[src/rtl/int_seq_if.sv]
// Decoder/address-unit side signals of the interrupt sequencer.
// master: the sequencer itself; slave: the surrounding CPU datapath.
interface int_seq_if;
    logic       RDY;
    logic       NMI_n;
    logic       IRQ_n;
    logic       I_flag;
    logic       sync;
    logic       brk;
    logic [4:0] dec_op;
    logic [4:0] op;
    logic       WE;
    logic       B_out;
    logic       set_I;
    logic       busy;
    logic       ack;

    modport master (
        input  RDY, NMI_n, IRQ_n, I_flag, sync, brk, dec_op,
        output op, WE, B_out, set_I, busy, ack
    );

    modport slave (
        output RDY, NMI_n, IRQ_n, I_flag, sync, brk, dec_op,
        input  op, WE, B_out, set_I, busy, ack
    );
endinterface

[src/rtl/int_seq.sv]
// Interrupt/reset sequencer: arbitrates RESET/NMI/IRQ/BRK and steps the address-bus-low
// op through push PCH, push PCL, push P and the vector fetch; passes dec_op through when idle.
module int_seq (
    input  logic      clk,
    input  logic      RES_n,
    int_seq_if.master bus
);
    // Address op encodings shared with the address units (states.i).
    localparam logic [4:0] AB_FETCH = 5'b00000;
    localparam logic [4:0] AB_DATA  = 5'b00001;
    localparam logic [4:0] AB_VECN  = 5'b01001;
    localparam logic [4:0] AB_VECR  = 5'b01010;
    localparam logic [4:0] AB_VECI  = 5'b01011;
    localparam logic [4:0] AB_IRQ0  = 5'b10000;
    localparam logic [4:0] AB_BRK   = 5'b10001;
    localparam logic [4:0] AB_BRK1  = 5'b10010;
    localparam logic [4:0] AB_PHA   = 5'b10011;

    typedef enum logic [2:0] {
        StIdle, StInt0, StPushH, StPushL, StPushP, StVecL, StVecH
    } state_t;

    typedef enum logic [1:0] {SrcRst, SrcNmi, SrcIrq, SrcBrk} src_t;

    state_t state_q, state_d;
    src_t   src_q, src_d;
    logic   nmi_prev_q, nmi_pend_q;
    logic   nmi_edge, irq_req, hijack;

    always_comb begin
        nmi_edge = nmi_prev_q & ~bus.NMI_n;
        irq_req  = ~bus.IRQ_n & ~bus.I_flag;
        // A pending NMI steals the vector of an IRQ/BRK sequence already under way.
        hijack   = nmi_pend_q & ((src_q == SrcIrq) | (src_q == SrcBrk));
        state_d  = state_q;
        src_d    = src_q;
        if (bus.RDY) begin
            case (state_q)
                StIdle: begin
                    if (bus.sync) begin
                        if (nmi_pend_q) begin
                            state_d = StInt0;
                            src_d   = SrcNmi;
                        end else if (irq_req) begin
                            state_d = StInt0;
                            src_d   = SrcIrq;
                        end else if (bus.brk) begin
                            state_d = StInt0;
                            src_d   = SrcBrk;
                        end
                    end
                end
                StInt0:  state_d = StPushH;
                StPushH: state_d = StPushL;
                StPushL: state_d = StPushP;
                StPushP: state_d = StVecL;
                StVecL:  state_d = StVecH;
                default: state_d = StIdle;
            endcase
        end
    end

    always_comb begin
        bus.op = bus.dec_op;
        case (state_q)
            StInt0:  bus.op = (src_q == SrcBrk) ? AB_FETCH : AB_IRQ0;
            StPushH: bus.op = AB_BRK;
            StPushL: bus.op = AB_BRK1;
            StPushP: bus.op = AB_PHA;
            StVecL: begin
                if (src_q == SrcRst) begin
                    bus.op = AB_VECR;
                end else if (src_q == SrcNmi || hijack) begin
                    bus.op = AB_VECN;
                end else begin
                    bus.op = AB_VECI;
                end
            end
            StVecH:  bus.op = AB_DATA;
            default: bus.op = bus.dec_op;
        endcase
    end

    always_ff @(posedge clk) begin
        // Edge detector runs even during reset and stalls so no NMI edge is lost.
        nmi_prev_q <= bus.NMI_n;
        if (!RES_n) begin
            state_q    <= StInt0;
            src_q      <= SrcRst;
            nmi_pend_q <= 1'b0;
            bus.busy   <= 1'b1;
            bus.WE     <= 1'b0;
            bus.set_I  <= 1'b0;
            bus.ack    <= 1'b0;
            bus.B_out  <= 1'b0;
        end else begin
            if (bus.RDY && state_q == StVecL && (src_q == SrcNmi || hijack)) begin
                nmi_pend_q <= 1'b0;
            end
            if (nmi_edge) begin
                nmi_pend_q <= 1'b1;
            end
            if (bus.RDY) begin
                state_q   <= state_d;
                src_q     <= src_d;
                bus.busy  <= state_d != StIdle;
                bus.WE    <= (state_d inside {StPushH, StPushL, StPushP}) && src_d != SrcRst;
                bus.set_I <= state_d == StVecL;
                bus.ack   <= state_d == StVecH;
                bus.B_out <= src_d == SrcBrk && state_d != StIdle;
            end
        end
    end
endmodule

[src/flat_wrapper.sv]
// flat-port wrapper written by rule: the top's interface ports become plain ports
module int_seq_flat 
  (clk, RES_n, bus_RDY, bus_NMI_n, bus_IRQ_n, bus_I_flag, bus_sync, bus_brk, bus_dec_op, bus_op, bus_WE, bus_B_out, bus_set_I, bus_busy, bus_ack);
  int_seq_if bus_i ();
  input  logic clk;
  input  logic RES_n;
  input wire logic [$bits(bus_i.RDY)-1:0] bus_RDY;
  input wire logic [$bits(bus_i.NMI_n)-1:0] bus_NMI_n;
  input wire logic [$bits(bus_i.IRQ_n)-1:0] bus_IRQ_n;
  input wire logic [$bits(bus_i.I_flag)-1:0] bus_I_flag;
  input wire logic [$bits(bus_i.sync)-1:0] bus_sync;
  input wire logic [$bits(bus_i.brk)-1:0] bus_brk;
  input wire logic [$bits(bus_i.dec_op)-1:0] bus_dec_op;
  output wire logic [$bits(bus_i.op)-1:0] bus_op;
  output wire logic [$bits(bus_i.WE)-1:0] bus_WE;
  output wire logic [$bits(bus_i.B_out)-1:0] bus_B_out;
  output wire logic [$bits(bus_i.set_I)-1:0] bus_set_I;
  output wire logic [$bits(bus_i.busy)-1:0] bus_busy;
  output wire logic [$bits(bus_i.ack)-1:0] bus_ack;
  assign bus_i.RDY = bus_RDY;
  assign bus_i.NMI_n = bus_NMI_n;
  assign bus_i.IRQ_n = bus_IRQ_n;
  assign bus_i.I_flag = bus_I_flag;
  assign bus_i.sync = bus_sync;
  assign bus_i.brk = bus_brk;
  assign bus_i.dec_op = bus_dec_op;
  assign bus_op = bus_i.op;
  assign bus_WE = bus_i.WE;
  assign bus_B_out = bus_i.B_out;
  assign bus_set_I = bus_i.set_I;
  assign bus_busy = bus_i.busy;
  assign bus_ack = bus_i.ack;
  int_seq u_core (.clk(clk), .RES_n(RES_n), .bus(bus_i));
endmodule
[config.mk]
export PLATFORM = sky130hd
export DESIGN_NAME = int_seq_flat
export DESIGN_NICKNAME = d
export VERILOG_FILES = /design/src/rtl/int_seq_if.sv /design/src/rtl/int_seq.sv /design/src/flat_wrapper.sv
export SDC_FILE = /design/constraint.sdc
export NUM_CORES = 1
export LEC_CHECK = 0
export ABC_AREA = 1
export BUFFER_PORTS_ARGS = -buffer_cell sky130_fd_sc_hd__buf_4
export CAP_MARGIN = 20
export CORE_MARGIN = 3
export CORE_UTILIZATION = 48
export DETAILED_ROUTE_END_ITERATION = 8
export PLACE_DENSITY_LB_ADDON = 0.12
export RECOVER_POWER = 25
export SLEW_MARGIN = 0
export SYNTH_ARGS = -nofsm -noshare
export SYNTH_HDL_FRONTEND = slang
export SYNTH_SLANG_ARGS = --single-unit
[constraint.sdc]
create_clock -name clk -period 1.47 [get_ports clk]
set_input_delay 0.441 -clock clk [delete_from_list [all_inputs] [get_ports clk]]
set_output_delay 0.441 -clock clk [all_outputs]
set_load 0.01 [all_outputs]
# Word level (Yosys, flattened, before mapping)
# Cells that the tools add are included.
[word_totals]
word_cells = 60
reg_bits = 12
[classes]
bitwise = 7
n_reduce_logical = 11
eq_ne = 15
muxes = 18
[ops]
columns = ["op", "n"]
rows = [
  ["$pmux W5 S6", 1],
  ["$eq A3 B3 Y1 const B", 6],
  ["$pmux W3 S6", 1],
  ["$mux W3", 5],
  ["$mux W2", 7],
  ["$eq A3 B2 Y1 const B", 4],
  ["$mux W5", 2],
  ["$eq A2 B2 Y1 const B", 3],
  ["$reduce_bool A3 Y1", 2],
  ["$logic_and A1 B1 Y1", 4],
  ["$reduce_bool A2 Y1", 2],
  ["$and A1 B1 Y1", 3],
  ["$eq A3 B1 Y1 const B", 1],
  ["$logic_not A3 Y1", 1],
  ["$not A1 Y1", 3],
  ["$eq A2 B1 Y1 const B", 1],
  ["$logic_not A2 Y1", 1],
  ["$mux W1", 2],
  ["$logic_or A1 B1 Y1", 1],
  ["$or A1 B1 Y1", 1],
]

# Depth between registers and ports, before layout
# Gate-level depths: netlist of run 1.
[logic_depth]
word_depth = 10
mapped_depth = 10
ltp_nobuf = 10

# Worst setup path before layout of run 1
# Ideal clock, no wire load.
[synth_timing]
kind = "reg-to-output"
from = "register u_core.state_q[1]"
to = "output bus_op[1]"
t_arrival_ps = 1056
required_time_ps = 1029
setup_slack_ps = -27
path_stages_with_launch = 7
path_cell_list = "dfxtp_1 inv_2 nand2_4 inv_1 a22oi_1 nor2_1 nor2_1"
[synth_between]
elab_chain_cells = 2
elab_cells_between_ends = 7
classes_between = "6 x eq/ne; 1 x mux"
[synth_rtl]
columns = ["element", "line_no", "text"]
rows = [
  ["start, declared", "int_seq.sv:25", "state_t state_q, state_d;"],
  ["start signal, assigned", "int_seq.sv:88", "state_q <= StInt0;"],
  ["start signal, assigned", "int_seq.sv:104", "state_q <= state_d;"],
  ["$eq A3 B3 Y1 (tied with other cells)", "int_seq.sv:65", "case (state_q)"],
  ["$pmux W5 S6 (*)", "int_seq.sv:65", ""],
  ["end, declared", "flat_wrapper.sv:14", "output wire logic [$bits(bus_i.op)-1:0] bus_op;"],
]
# Mark *: on every way between the ends. The rest lies on a longest branch, timed or not.

# Final worst setup path of run 1
[layout_timing]
from = "register u_core.state_q[1]"
to = "output bus_op[0]"
# The elaborated chain is that of the path after synthesis.

==> qor.txt, run 1 <==
Post-Syn Nets - 123
Power Total - 0.925 mW
Die Height - 44.8 um
Synth top area share - 33.2%
Synthesized area - 723 um2
Sequential element share of the synthesized area - 33.2%
Leading area contributor after synthesis - dfxtp_1
CP startpoint kind - flip-flop
Setup Skew - 5.19 ps
Met2 GRT Util - 41.0%
Area growth from synthesis to layout - 51.2%
DR pass1 iterations - 4
Hold Vio Cnt, Final - 0
Synth warn - 0
Peak supply drop - 0.000586 V
CP Capture Type - output pin
Period utilization - 125%
Final Net Count - 162
CTS Buffer Depth - 2
Global route total overflow - 0
Final Critical Period - 1840 ps
Wire per inst - 11.8 um
Rows - 13
M3 GR Usage - 3.98%
# hold bufs at CTS - 0
Gate Count Post-Synth - 110
Via Count - 846
Status - finished, violations left
Slowest stage delay, CP - 380 ps
Crit path top cell by count - buf_4
Number of synthesized register bits - 12
Max-slew headroom - 82.7%
First-pass GRT wire length - 3300 um
Wirelength, routed - 1930 um
Layout cells sized above 1 - 45.3%
Multi-input gate area - 438 um2
Average size of a mapped cell - 6.57 um2
Max Clock Freq - 545 MHz
RSZ-0062 raised after global routing - true
Hold depth - 1
Initial antenna violation count - 0
Met1 global-route usage - 23.2%
# fillers - 93
Fin util - 81.0%
Total inserted antenna cells - 0
Worst-path cell chain - inv_4, nand2_4, inv_2, a22oi_2, buf_4, o22ai_2, buf_4
Yosys cell types - 24
CTS buffer count - 3
CP Max Fanout - 5
Post-layout worst setup margin - -366 ps
Clk sink count - 12
Worst Setup Path Type - reg2out
Most common cell after layout, fill and taps aside - buf_4
Number of port buffers - 22
Gr busiest metal - met2
Final GP Congestion - 0.865
Worst-path clk slew - 80 ps
Htree depth - 1
Sequential cell area - 246 um2
Worst-Margin Slew - 259 ps
Static Leak - 0.548 nW
Max-cap viol count - 0
Pin count of the biggest net entering global routing - 12
Vias per inst - 5.19
Stages on worst setup path - 7
CTS Root Buffer Type - clkbuf_4
CP delay by family, top - flip-flops
GR Util All Layers - 22.4%
DRC Markers - 0
Top cells by area, synth - dfxtp_1, nand2_1, inv_1
CP required - 1030 ps
Crit path max-delay cell type - dfxtp_4
Worst-skew pair later-pin latency - 280 ps
Chip width - 44.8 um
Post-detail-place hpwl - 1350 um
Antenna Nets Post-Route - 0
R2r worst-path depth - 9
Worst Path Buf+Inv - 4
Failing checks - setup timing
PD cells - 845 mW/mm2
Die area - 0.00201 mm2
Initial core utilization - 53.6%
# setup viols final - 5
Core Area - 0.00135 mm2
Arr. time, crit path - 1400 ps
Starting DRT DRC Count - 15
Max-slew violation count - 0
Commonest non-fill, non-tap cells in the layout - buf_4, nand2_1, inv_1
Vias in the first global route - 822
CTS tree - built
Io pins - 23
Hold crit path type - in2reg
-- final timing paths --
check | from | to | slack (ps)
setup reg to reg | u_core.state_q[1]$_SDFFE_PN0P_ | u_core.bus.WE$_SDFFE_PN0P_ | 100
setup / recovery | u_core.state_q[1]$_SDFFE_PN0P_ | bus_op[0] | -370
hold reg to reg | u_core.nmi_prev_q$_DFF_P_ | u_core.nmi_pend_q$_SDFFE_PN0P_ | 460
hold / removal | bus_NMI_n | u_core.nmi_prev_q$_DFF_P_ | 300
-- cells in the mapped netlist (all sizes together) --
| cell type | count |
|---|---|
| nand2 | 32 |
| inv | 19 |
| nor2 | 13 |
| a21oi | 12 |
| dfxtp | 12 |
| nand3 | 8 |
| o21ai | 4 |
| nand4 | 2 |
| a22oi | 1 |
| buf | 1 |
| clkinv | 1 |
| nor3 | 1 |
| o21bai | 1 |
| o221ai | 1 |
| o22ai | 1 |
| or2 | 1 |
-- per-layer routing --
layer | part of all wire, % | routed length (um)
met1 | 43 | 833
met2 | 47 | 901
met3 | 6.3 | 121
met4 | 3.7 | 71
met5 | 0 | 0
-- cells by family after synthesis --
family	count (synthesis)	share of synthesized area, %
DFF	12	33.2
buffers and inverters	21	12.3
AOI/OAI and AO/OA	20	16.8
and+or+nand+nor	57	37.7
-- cell type report --
| cell class | instances | share of cell area, % |
|---|---|---|
| flip-flops and latches | 12 | 22.5 |
| clock buffers | 4 | 3.32 |
| inverters | 20 | 7.55 |
| multi-input cells | 77 | 40.0 |
| repair buffers | 35 | 24.8 |
| well taps | 15 | 1.72 |
-- report_power, final --
group          total (mW)  internal [mW]  leakage (nW)  switching, mW
Sequential          0.358          0.342        0.0992         0.0156
Combinational       0.299          0.143         0.427          0.155
Clock               0.268          0.151        0.0210          0.117
Total               0.925          0.636         0.548          0.288
-- flip-flops by register name, summed over array words and instances (netlist names) --
signal	flops
u_core.state_q	3
u_core.src_q	2
u_core.bus.B_out	1
u_core.bus.WE	1
u_core.bus.ack	1
u_core.bus.busy	1
u_core.bus.set_I	1
u_core.nmi_pend_q	1
u_core.nmi_prev_q	1
-- metrics by stage --
stage                     instances  setup WS, ps  setup TNS [ps]  hold slack (ps)  instance area [um2]
final                           163          -366           -1470              299                 1090
after global routing            163          -426           -1750              298                 1090
after CTS                       162          -308           -1300              269                 1060
after detailed placement        153         -71.1            -109              451                  953
after global placement          153         -88.9            -108              438                  953
after floorplan                 110          47.5               0              429                  728
-- timing repair --
action                                  in CTS  in global routing
pin swaps                                    5                  4
setup buffers                                5                  3
endpoints found under the setup margin       5                  8
gates resized for setup                      9                 10
No activity file was read; power rests on OpenSTA's default activity.
==> inputs of run 2 (changes only) <==
--- a/config.mk
+++ b/config.mk
@@ -7,7 +7,7 @@
 export LEC_CHECK = 0
 export ABC_AREA = 1
 export BUFFER_PORTS_ARGS = -buffer_cell sky130_fd_sc_hd__buf_4
-export CAP_MARGIN = 20
+export CAP_MARGIN = 15
 export CORE_MARGIN = 3
 export CORE_UTILIZATION = 48
 export DETAILED_ROUTE_END_ITERATION = 8
@@ -17,3 +17,4 @@
 export SYNTH_ARGS = -nofsm -noshare
 export SYNTH_HDL_FRONTEND = slang
 export SYNTH_SLANG_ARGS = --single-unit
+export TNS_END_PERCENT = 10
==> qor.txt, run 2 (synthesized netlist as in run 1, its figures left out) <==
Post-detail-place hpwl - 1350 um (unchanged)
Via Count - 829 (-2.0%)
Worst-Margin Slew - 253 ps (-6.57 ps)
CP required - 1030 ps (about the same)
Worst Setup Path Type - reg2out
Starting DRT DRC Count - 19 (+4)
Power Total - 0.904 mW (-2.2%)
Post-layout worst setup margin - -287 ps (+79.0 ps)
Pin count of the biggest net entering global routing - 12 (unchanged)
Final Critical Period - 1760 ps (-79.0 ps)
Static Leak - 0.534 nW (-2.5%)
Rows - 13 (unchanged)
Vias in the first global route - 782 (-4.9%)
Status - finished, violations left
Hold Vio Cnt, Final - 0 (unchanged)
Initial core utilization - 53.6% (unchanged)
Antenna Nets Post-Route - 0 (unchanged)
CP Max Fanout - 4 (-1)
Finished Layout Cells - 161 (-1.2%)
DR pass1 iterations - 4 (unchanged)
Core Area - 0.00135 mm2 (unchanged)
CTS Buffer Depth - 2 (unchanged)
Max Clock Freq - 569 MHz (+4.5%)
Number of port buffers - 22 (unchanged)
Inst Count DP - 153 (unchanged)
Total inserted antenna cells - 0 (unchanged)
PD cells - 861 mW/mm2 (+1.9%)
Max-cap viol count - 0 (unchanged)
CP Capture Type - output pin
Most common cell after layout, fill and taps aside - buf_4
Peak supply drop - 0.000576 V (-1.6%)
Most flop-heavy register - u_core.state_q
Clk sink count - 12 (unchanged)
Setup Skew - 3.18 ps (-2.01 ps)
Arr. time, crit path - 1320 ps (-80 ps)
Worst-skew pair later-pin latency - 280 ps (about the same)
DRC Markers - 0 (unchanged)
CTS Root Buffer Type - clkbuf_4
Crit path max-delay cell type - dfxtp_4
Die area - 0.00201 mm2 (unchanged)
GR Util All Layers - 20.7% (-1.7 points)
Max-slew headroom - 83.1% (+0.38 points)
Worst reg2reg setup slack - 0 ps (-100 ps)
Layout cells sized above 1 - 42.5% (-2.8 points)
First-pass GRT wire length - 3070 um (-6.9%)
Global route total overflow - 0 (unchanged)
Largest register FFs - 3 (unchanged)
# setup viols final - 6 (+1)
Cell Area, Placed - 953 um2 (unchanged)
RSZ-0062 raised after global routing - true
CTS tree - built
Initial antenna violation count - 0 (unchanged)
Worst-path clk slew - 80 ps (about the same)
Slowest stage delay, CP - 370 ps (about the same)
Htree depth - 1 (unchanged)
CTS buffer count - 3 (unchanged)
Hold crit path type - in2reg
Die Height - 44.8 um (unchanged)
Final GP Congestion - 0.865 (unchanged)
Final Net Count - 160 (-1.2%)
Wire per inst - 11.1 um (-5.8%)
Worst-path cell chain - inv_4, buf_4, nand2_2, nand2_2, a21oi_1, nor2_1, buf_4
Period utilization - 120% (-5.4 points)
Area growth from synthesis to layout - 45.2%
Registers with the most flip-flops - u_core.state_q (3), u_core.src_q (2)
Max-slew violation count - 0 (unchanged)
Vias per inst - 5.15 (-0.79%)
Final instance area - 0.00105 mm2 (-4.0%)
Fin util - 77.8% (-3.2 points)
CP startpoint kind - flip-flop
Chip width - 44.8 um (unchanged)
Commonest non-fill, non-tap cells in the layout - buf_4, nand2_1, inv_1
Wirelength, routed - 1790 um (-7.0%)
Io pins - 23 (unchanged)
Failing checks - setup timing
[run 2: changes by cell type in the layout (fill, tap and decap cells not counted), sizes merged]
| cell | before | now |
|---|---|---|
| buf | 33 | 32 |
| clkbuf | 6 | 5 |
[run 2: layout make-up]
cell class | count | area [um2]
Clock buffer | 4 | 36.3
Tap cell | 15 | 18.8
Inverter | 20 | 82.6
Sequential cell | 12 | 246
Fill cell | 101 | 300
Multi-Input combinational cell | 77 | 418
Timing Repair Buffer | 33 | 248
[run 2: path summary, 6_finish.rpt]
path,cells past startpoint,end,from
setup / recovery,7,bus_op[1],u_core.state_q[1]$_SDFFE_PN0P_
hold / removal,1,u_core.nmi_prev_q$_DFF_P_,bus_NMI_n
setup reg to reg,10,u_core.bus.WE$_SDFFE_PN0P_,u_core.state_q[2]$_SDFFE_PN0P_
hold reg to reg,2,u_core.nmi_pend_q$_SDFFE_PN0P_,u_core.nmi_prev_q$_DFF_P_
[run 2: where the power goes]
group	internal [mW]	total, mW	switching (mW)	leakage (nW)
registers	0.342	0.356	0.0139	0.0992
clock network	0.151	0.270	0.120	0.0210
logic	0.131	0.277	0.146	0.413
total	0.624	0.904	0.280	0.534
[run 2: per-layer routing]
metal	vias to the layer above	share of wire (%)	global-route usage, %
met3	6	7.2	4.38
met1	374	44	22.7
met2	28	46	35.8
li1	421	-	-
met4	0	3.1	13.5
met5	-	0	0
[run 2: worst max-delay path, delay by kind of cell (launching register included)]
family | cells | cell delay, ps
flops | 1 | 370
compound gates | 1 | 150
buf+inv | 3 | 310
simple gates | 3 | 200
[run 2: per-stage QoR]
stage / hold WS (ps) / setup WS, ps / setup TNS [ps]
floorplan: 429 / 47.5 / 0
global placement: 438 / -88.9 / -108
detailed placement: 451 / -71.1 / -109
CTS: 269 / -310 / -1310
global route: 298 / -371 / -1810
finish: 293 / -287 / -1250
[run 2: what timing repair did]
item / in CTS / in global routing
hold buffers: 0 / 0
gates resized for setup: 8 / 5
endpoints found under the setup margin: 5 / 8
setup buffers: 4 / 0
pin swaps: 3 / 4
cloned: 0 / 0
